`src/rtl/draw_fsm_line.sv`:
```
// draw_fsm_line: Bresenham line rasteriser driving frame-buffer writes with ready backpressure.
// Define DRAW_CLIP_EN to skip pixels outside the visible window instead of writing them.
module draw_fsm_line #(
  parameter int H_TOTAL   = 800,
  parameter int COORD_W   = 16,
  parameter int ADDR_W    = 19,
  parameter int PIX_W     = 12,
  parameter int H_VIS_MIN = 144,
  parameter int H_VIS_MAX = 783,
  parameter int V_VIS_MIN = 35,
  parameter int V_VIS_MAX = 514
) (
  input  logic               clk,
  input  logic               rst_n,
  input  logic               start,
  input  logic [COORD_W-1:0] x0,
  input  logic [COORD_W-1:0] y0,
  input  logic [COORD_W-1:0] x1,
  input  logic [COORD_W-1:0] y1,
  input  logic [2:0]         color,
  input  logic               wr_ready,
  output logic               busy,
  output logic               done,
  output logic               wr_en,
  output logic [ADDR_W-1:0]  addr,
  output logic [PIX_W-1:0]   data_out
);
  localparam int DW = COORD_W + 2;
  localparam int PW = COORD_W + 32;
  localparam int CW = PIX_W / 3;
  localparam logic [COORD_W-1:0] ONE = COORD_W'(1);

  typedef enum logic [1:0] {S_IDLE, S_SETUP, S_PLOT, S_FINISH} state_t;

  state_t              state_q, state_d;
  logic [COORD_W-1:0]  x0_q, x0_d, y0_q, y0_d, x1_q, x1_d, y1_q, y1_d;
  logic [COORD_W-1:0]  x_q, x_d, y_q, y_d;
  logic [PIX_W-1:0]    pix_q, pix_d;
  logic signed [DW-1:0] dx_q, dx_d, dy_q, dy_d, err_q, err_d;
  logic                sx_neg_q, sx_neg_d, sy_neg_q, sy_neg_d;

  logic [COORD_W-1:0]  xdiff, ydiff;
  logic signed [DW:0]  e2, dx_ext, dy_ext;
  logic                x_step, y_step, plot_vis, advance, at_end;
  logic [PW-1:0]       addr_full;

  function automatic logic [PIX_W-1:0] decode_color(input logic [2:0] code);
    logic [PIX_W-1:0] pix;
    pix = '0;
    case (code)
      3'd1:    pix = {{CW{1'b1}}, {(PIX_W-CW){1'b0}}};
      3'd2:    pix = {{CW{1'b0}}, {CW{1'b1}}, {(PIX_W-2*CW){1'b0}}};
      3'd3:    pix = {{(PIX_W-CW){1'b0}}, {CW{1'b1}}};
      3'd4:    pix = '1;
      default: pix = '0;
    endcase
    return pix;
  endfunction

`ifdef DRAW_CLIP_EN
  assign plot_vis = (x_q >= COORD_W'(H_VIS_MIN)) && (x_q <= COORD_W'(H_VIS_MAX)) &&
                    (y_q >= COORD_W'(V_VIS_MIN)) && (y_q <= COORD_W'(V_VIS_MAX));
`else
  logic unused_clip_cfg;
  assign unused_clip_cfg = ^{32'(H_VIS_MIN), 32'(H_VIS_MAX), 32'(V_VIS_MIN), 32'(V_VIS_MAX)};
  assign plot_vis = 1'b1;
`endif

  assign addr_full = PW'(y_q) * PW'(H_TOTAL) + PW'(x_q);
  assign addr      = addr_full[ADDR_W-1:0];
  assign data_out  = pix_q;
  assign busy      = (state_q == S_SETUP) || (state_q == S_PLOT);
  assign done      = (state_q == S_FINISH);
  assign wr_en     = (state_q == S_PLOT) && plot_vis;
  // A clipped pixel consumes its cycle without waiting for the arbiter.
  assign advance   = (state_q == S_PLOT) && (wr_ready || !plot_vis);
  assign at_end    = (x_q == x1_q) && (y_q == y1_q);

  assign dx_ext = {dx_q[DW-1], dx_q};
  assign dy_ext = {dy_q[DW-1], dy_q};
  assign e2     = {err_q, 1'b0};
  assign x_step = (e2 >= dy_ext);
  assign y_step = (e2 <= dx_ext);
  assign xdiff  = (x1_q >= x0_q) ? x1_q - x0_q : x0_q - x1_q;
  assign ydiff  = (y1_q >= y0_q) ? y1_q - y0_q : y0_q - y1_q;

  always_comb begin
    state_d  = state_q;
    x0_d     = x0_q;
    y0_d     = y0_q;
    x1_d     = x1_q;
    y1_d     = y1_q;
    x_d      = x_q;
    y_d      = y_q;
    pix_d    = pix_q;
    dx_d     = dx_q;
    dy_d     = dy_q;
    err_d    = err_q;
    sx_neg_d = sx_neg_q;
    sy_neg_d = sy_neg_q;
    case (state_q)
      S_IDLE: begin
        if (start) begin
          x0_d    = x0;
          y0_d    = y0;
          x1_d    = x1;
          y1_d    = y1;
          pix_d   = decode_color(color);
          state_d = S_SETUP;
        end
      end
      S_SETUP: begin
        dx_d     = DW'(xdiff);
        dy_d     = -DW'(ydiff);
        err_d    = DW'(xdiff) - DW'(ydiff);
        sx_neg_d = !(x0_q < x1_q);
        sy_neg_d = !(y0_q < y1_q);
        x_d      = x0_q;
        y_d      = y0_q;
        state_d  = S_PLOT;
      end
      S_PLOT: begin
        if (advance) begin
          if (at_end) begin
            state_d = S_FINISH;
          end else begin
            // Both axis steps may fire together; err accumulates both deltas.
            err_d = err_q + (x_step ? dy_q : {DW{1'b0}}) + (y_step ? dx_q : {DW{1'b0}});
            if (x_step) x_d = sx_neg_q ? x_q - ONE : x_q + ONE;
            if (y_step) y_d = sy_neg_q ? y_q - ONE : y_q + ONE;
          end
        end
      end
      S_FINISH: state_d = S_IDLE;
      default:  state_d = S_IDLE;
    endcase
  end

  always_ff @(posedge clk or negedge rst_n) begin
    if (!rst_n) begin
      state_q  <= S_IDLE;
      x0_q     <= '0;
      y0_q     <= '0;
      x1_q     <= '0;
      y1_q     <= '0;
      x_q      <= '0;
      y_q      <= '0;
      pix_q    <= '0;
      dx_q     <= '0;
      dy_q     <= '0;
      err_q    <= '0;
      sx_neg_q <= 1'b0;
      sy_neg_q <= 1'b0;
    end else begin
      state_q  <= state_d;
      x0_q     <= x0_d;
      y0_q     <= y0_d;
      x1_q     <= x1_d;
      y1_q     <= y1_d;
      x_q      <= x_d;
      y_q      <= y_d;
      pix_q    <= pix_d;
      dx_q     <= dx_d;
      dy_q     <= dy_d;
      err_q    <= err_d;
      sx_neg_q <= sx_neg_d;
      sy_neg_q <= sy_neg_d;
    end
  end

endmodule
```
`config.mk`:
```
export PLATFORM = sky130hd
export DESIGN_NAME = draw_fsm_line
export DESIGN_NICKNAME = d
export VERILOG_FILES = /design/src/rtl/draw_fsm_line.sv
export SDC_FILE = /design/constraint.sdc
export NUM_CORES = 1
export LEC_CHECK = 0
export BUFFER_PORTS_ARGS = -buffer_cell sky130_fd_sc_hd__buf_4
export CORE_ASPECT_RATIO = 1.4
export CORE_MARGIN = 10
export CORE_UTILIZATION = 30
export CTS_CLUSTER_SIZE = 8
export DETAILED_ROUTE_END_ITERATION = 10
export PLACE_DENSITY = 0.55
export SYNTH_ARGS = -nofsm -noshare
export SYNTH_HDL_FRONTEND = slang
export SYNTH_SLANG_ARGS = --single-unit
```
`constraint.sdc`:
```
create_clock -name clk -period 7.9 [get_ports clk]
set_input_delay 1.58 -clock clk [delete_from_list [all_inputs] [get_ports clk]]
set_output_delay 1.58 -clock clk [all_outputs]
set_load 0.05 [all_outputs]
```
# After elaboration in Yosys (flattened, before gate mapping)
# Cells that the tools add are included.
[totals] register_bits=164 memories=0 mem_bits_rw=0 latch_bits=0 input_bits=71 output_inout_bits=34 rom_bits=0
[op_classes] n_addsub=13 n_lt_le_gt_ge=6 n_mul=1 n_div=0 n_bitwise=0 n_eq_ne=15 reduce_logical=12 shifts=0 n_mux=22
[ops] cell="2-to-1 mux 16 bit" n=11
[ops] cell="case mux 16 bit (2 select lines)" n=2
[ops] cell="subtractor 16 bit" n=4
[ops] cell="2-to-1 mux 18 bit" n=3
[ops] cell="case mux 12 bit (4 select lines)" n=1
[ops] cell="case mux 18 bit (2 select lines)" n=1
[ops] cell="adder 16 x 1 -> 16 bit, second input constant" n=2
[ops] cell="== test 16 bit" n=2
[ops] cell="greater-or-equal comparator 16 bit" n=2
[ops] cell="< comparator 16 bit" n=2
[ops] cell="subtractor 16 x 1 -> 16 bit, second input constant" n=2
[ops] cell="adder 19 x 16 -> 19 bit" n=1
[ops] cell="greater-or-equal comparator 19 x 18 -> 1 bit" n=1
[ops] cell="less-or-equal comparator 19 x 17 -> 1 bit" n=1
[ops] cell="adder 18 x 16 -> 18 bit" n=1
[ops] cell="adder 18 bit" n=1
[ops] cell="negator 16 -> 18 bit" n=1
[ops] cell="subtractor 16 x 16 -> 17 bit" n=1
[ops] cell="multiplier 16 x 5 -> 14 bit, second input constant" n=1
[ops] cell="!= test 2 x 1 -> 1 bit, second input constant" n=4
[ops] cell="case mux 2 bit (4 select lines)" n=1
[ops] cell="AND reduction 4 bit" n=2
[ops] cell="== test 3 x 2 -> 1 bit, second input constant" n=2
[ops] cell="2-to-1 mux 2 bit" n=3
[ops] cell="other kinds (12)" n=17

# Logic depth before layout (Yosys ltp)
[depth] depth_word=7 depth_mapped=25 depth_no_buf=24

# Least setup slack after synthesis
# OpenSTA, ideal clock, no wires.
[synth_timing] kind="reg-to-output" startpoint="register y_q[2]" endpoint="output addr[18]" t_arrival_ns=4.395 setup_slack_ns=1.925 stages_incl_launch_ff=19 path_cell_list="dfrtp_1 -> ha_1 -> ha_1 -> inv_1 -> fa_1 -> inv_1 -> ha_1 -> nor2b_1 -> o21ai_0 -> nand2_1 -> nor2_1 -> nor2_1 -> ha_1 -> and3_1 -> a21oi_1 -> o21ai_0 -> o41ai_1 -> nor3b_1 -> xnor2_1"
[synth_via] elab_chain_cells=2
[synth_lines] element="start, declared" line_no="37" text="logic [COORD_W-1:0] x_q, x_d, y_q, y_d;"
[synth_lines] element="start signal, assigned" line_no="161" text="y_q <= y_d;"
[synth_lines] element="multiplier 16 x 5 -> 14 bit" line_no="69" text="assign addr_full = PW'(y_q) * PW'(H_TOTAL) + PW'(x_q);"
[synth_lines] element="adder 19 x 16 -> 19 bit" line_no="69"
[synth_lines] element="end, declared" line_no="25" text="output logic [ADDR_W-1:0] addr,"
# No other way between the ends.

# Final worst setup path
# Ends and elaborated chain as after synthesis.

==> metrics.txt <==
wire length of the first global-routing pass=73,380 um; average wire per cell in the routed design=18.46 um; Port Buffer Count=104; TritonCTS clock tree=done; Core Footprint=0.05190 mm2; number of synthesized register bits=155; setup violation total in the final timing report=0; type of the worst setup path=register to primary output; sort of element at the end of the critical path=primary output; Max-cap violations=0; residual antenna-violating net count after detailed routing=0; Die Span X=213.2 um; proportion of synthesized flip-flops having asynchronous set or reset=100.0%; overall track demand over capacity in global routing=15.00%; Max-slew headroom=31.56%; final layout net count=2,140; number of slew-limit violations in the final report=0; HPWL reported at the end of detailed placement=37,000 um; GR Overflow Total=0; unrepaired setup endpoints after global routing=false; Layout Area Growth over Synthesis=11.90%; GRT busiest layer=met2; number of enable-type register cells in the synthesized netlist=0; number of buffers inserted to repair setup after CTS=0; proportion of layout cells with a drive suffix above 1=14.48%; required time reported for the critical path endpoint=6.32 ns; initial cell density of the core=30.21%; post-route minimum period=6.289 ns; root buffer cell=sky130_fd_sc_hd__clkbuf_16; total buffers and inverters traversed by the critical path=3; CTS clk-pin slew, worst paths=0.07 ns; highest net fanout along the worst path=6; delay of the slowest cell on the worst path=0.51 ns; fraction of met1 tracks used by global routing=17.44%; sequential fraction of the synthesis area=24.73%; row cnt=99; most instantiated flip-flop cell in the synthesis netlist=sky130_fd_sc_hd__dfrtp_1; routing usage on met2=27.58%; TNS Setup=0 ns; number of unique standard cell types used by synthesis=90; share of the synthesized area in the top cell type=24.73%; floorplan die height=290.5 um; slew of the pin with the lowest slew margin=1.027 ns; total wire length after detailed routing=46,150 um; final worst hold slack=0.4877 ns; startpoint type of the worst setup path=register; Final Non-Filler Cells=2,500; largest net degree at the start of global routing=71; Inst Count DP=2,469; Final Hold Violating Endpoints=0; Syn Inst Count=1,765; number of ports placed on the die boundary=105; Initial DRT Pass Iterations=5; number of buffers added by the clock tree synthesis step=17; Setup Skew=0.01401 ns; count of vias placed by the detailed router=12,750; ratio of final minimum period to clock period=79.61%; run status=finished clean; mean area per synthesized cell=8.885 um2; via count of the first global-routing pass=13,148; met3 GRT Util=1.651%; full die area=0.06195 mm2; arrival time of the worst setup path=4.71 ns; Post-CTS Resized=0; Synth Net Count=2,073; leading cell types by count after synthesis=sky130_fd_sc_hd__ha_1 (204), sky130_fd_sc_hd__inv_1 (204), sky130_fd_sc_hd__dfrtp_1 (155); CTS Hold Buffers Added=0; Num Clock Sinks=155; kind of cell with the highest combined delay on the critical path=adder cells; number of antenna violations at the first check in global routing=1; ranking of synthesized cells by area=sky130_fd_sc_hd__dfrtp_1 (25%), sky130_fd_sc_hd__ha_1 (16%), sky130_fd_sc_hd__mux2_2 (5.8%), sky130_fd_sc_hd__inv_1 (4.9%), sky130_fd_sc_hd__a21oi_1 (4.6%); Yosys warning count=0; cell type of the slowest stage on the worst timing path=sky130_fd_sc_hd__fa_1; series of cell instances along the critical path=ha_1 -> ha_1 -> inv_1 -> fa_1 -> inv_1 -> ha_1 -> nor2b_1 -> o21ai_0 -> a21boi_0 -> nor2_1 -> ha_1 -> and3_1 -> a21oi_1 -> o21ai_0 -> o41ai_1 -> nor3b_1 -> xnor2_1 -> buf_4; cell area after technology mapping=0.01568 mm2; number of levels the H-tree was split into=4; largest area contributor in the synthesized netlist=sky130_fd_sc_hd__dfrtp_1; number of design rule violations left after detail routing=0; Starting DRT DRC Count=728; last weighted congestion value of the routability-driven placer=0.9149; upper clock frequency limit=159.0 MHz; clk_lat worst skew=0.46 ns; Critical Path Most Common Cell=sky130_fd_sc_hd__ha_1; number of antenna repair diodes=0; Worst Hold Class=register to register; detailed-route vias per instance=5.100; Longest Clk Path Bufs=2
[worst reg2reg max path, cell delays in order, from the launching register on]
cell	delay (ns)
sky130_fd_sc_hd__dfrtp_1	0.46
sky130_fd_sc_hd__ha_1	0.33
sky130_fd_sc_hd__a21o_1	0.17
sky130_fd_sc_hd__a2111o_1	0.43
sky130_fd_sc_hd__a211oi_1	0.23
sky130_fd_sc_hd__o211ai_1	0.17
sky130_fd_sc_hd__o21ai_1	0.52
sky130_fd_sc_hd__buf_4	0.29
sky130_fd_sc_hd__nor2_1	0.08
sky130_fd_sc_hd__fa_1	0.50
sky130_fd_sc_hd__ha_1	0.18
sky130_fd_sc_hd__inv_1	0.06
sky130_fd_sc_hd__fa_1	0.39
sky130_fd_sc_hd__nor2b_1	0.13
sky130_fd_sc_hd__o21a_1	0.13
sky130_fd_sc_hd__o21ai_0	0.17
sky130_fd_sc_hd__a211o_1	0.39
sky130_fd_sc_hd__a31oi_1	0.42
sky130_fd_sc_hd__a31oi_1	0.18
sky130_fd_sc_hd__xnor2_1	0.16
sky130_fd_sc_hd__nand2_1	0.06
sky130_fd_sc_hd__o21ai_0	0.07
sky130_fd_sc_hd__mux2_2	0.27
[through the flow]
step / setup WS (ns) / util, % / area [um2]
5_1_grt: 1.243 / 33.81 / 17550
2_1_floorplan: 1.925 / - / 15680
4_1_cts: 1.580 / 33.81 / 17550
6_report: 1.611 / 33.81 / 17550
3_5_place_dp: 2.076 / 32.75 / 17000
3_3_place_gp: 2.116 / 32.75 / 17000
[cell usage in the layout (no fill, tap or decap), types with 12 or more instances in the layout]
cell	Yosys	routed
sky130_fd_sc_hd__fa_1	33	33
sky130_fd_sc_hd__xnor2_1	56	56
sky130_fd_sc_hd__mux2i_1	42	41
sky130_fd_sc_hd__ha_1	204	202
sky130_fd_sc_hd__a211oi_1	20	20
sky130_fd_sc_hd__clkbuf_16	0	17
sky130_fd_sc_hd__a21o_1	46	46
sky130_fd_sc_hd__nand3_1	31	31
sky130_fd_sc_hd__nor2_1	130	130
sky130_fd_sc_hd__inv_1	204	204
sky130_fd_sc_hd__a21boi_0	12	12
sky130_fd_sc_hd__or3_1	12	12
sky130_fd_sc_hd__nor3_1	32	32
sky130_fd_sc_hd__mux2_2	81	81
sky130_fd_sc_hd__a21oi_1	143	141
sky130_fd_sc_hd__nand2_1	87	86
sky130_fd_sc_hd__o21ai_0	86	86
sky130_fd_sc_hd__o21a_1	17	17
sky130_fd_sc_hd__o211ai_1	16	16
sky130_fd_sc_hd__nand2b_1	18	18
sky130_fd_sc_hd__buf_4	18	116
sky130_fd_sc_hd__xor2_1	77	77
sky130_fd_sc_hd__dfrtp_1	155	155
sky130_fd_sc_hd__nor2b_1	24	24
sky130_fd_sc_hd__o31ai_1	12	12
[layout make-up]
| type | count | area [um2] |
|---|---|---|
| fill | 5347 | 34350 |
| multi-input combinational | 1337 | 10650 |
| sequential | 155 | 3879 |
| timing repair buffer | 117 | 882.1 |
| tap | 656 | 820.8 |
| inverter | 204 | 765.7 |
| clock buffer | 20 | 456.7 |
| clock inverter | 11 | 90.09 |
[final timing paths]
path | startpoint | to | slack (ns) | cells after the start
setup / recovery | y_q[2] | addr[18] | 1.61 | 18
hold / removal | dx_q[13] | dx_q[13] | 0.49 | 2
setup reg to reg | err_q[15] | err_q[15] | 2.00 | 22
hold reg to reg | dx_q[13] | dx_q[13] | 0.49 | 2
max in group asynchronous | rst_n | dy_q[11] | 5.75 | 2
min in group asynchronous | rst_n | x0_q[4] | 0.97 | 1
[state kept, by name (all words and copies together), names as in the netlist]
signal / cells
data_out: 3
dx_q: 16
dy_q: 18
err_q: 18
state_q: 2
sx_neg_q: 1
sy_neg_q: 1
x0_q: 16
x1_q: 16
x_q: 16
y0_q: 16
y1_q: 16
y_q: 16
[cells by family after synthesis]
| kind of cell | count (synthesis) | synth area share [%] |
|---|---|---|
| simple gates | 411 | 12.95 |
| xor+xnor | 134 | 7.532 |
| mux | 124 | 8.569 |
| compound gates | 431 | 18.14 |
| flops | 155 | 24.73 |
| buf+inv | 273 | 7.588 |
| fa+ha+maj | 237 | 20.49 |
[metal layers]
metal  up-vias  part of all wire (%)
li1       6285                     -
met1      6219                    42
met2       190                    53
met3        56                   2.0
met4         0                   2.5
met5         -                     0
Power is left out: the tool's default activity adds up to more than one toggle a clock period on the data nets, which glitch-free logic cannot reach.
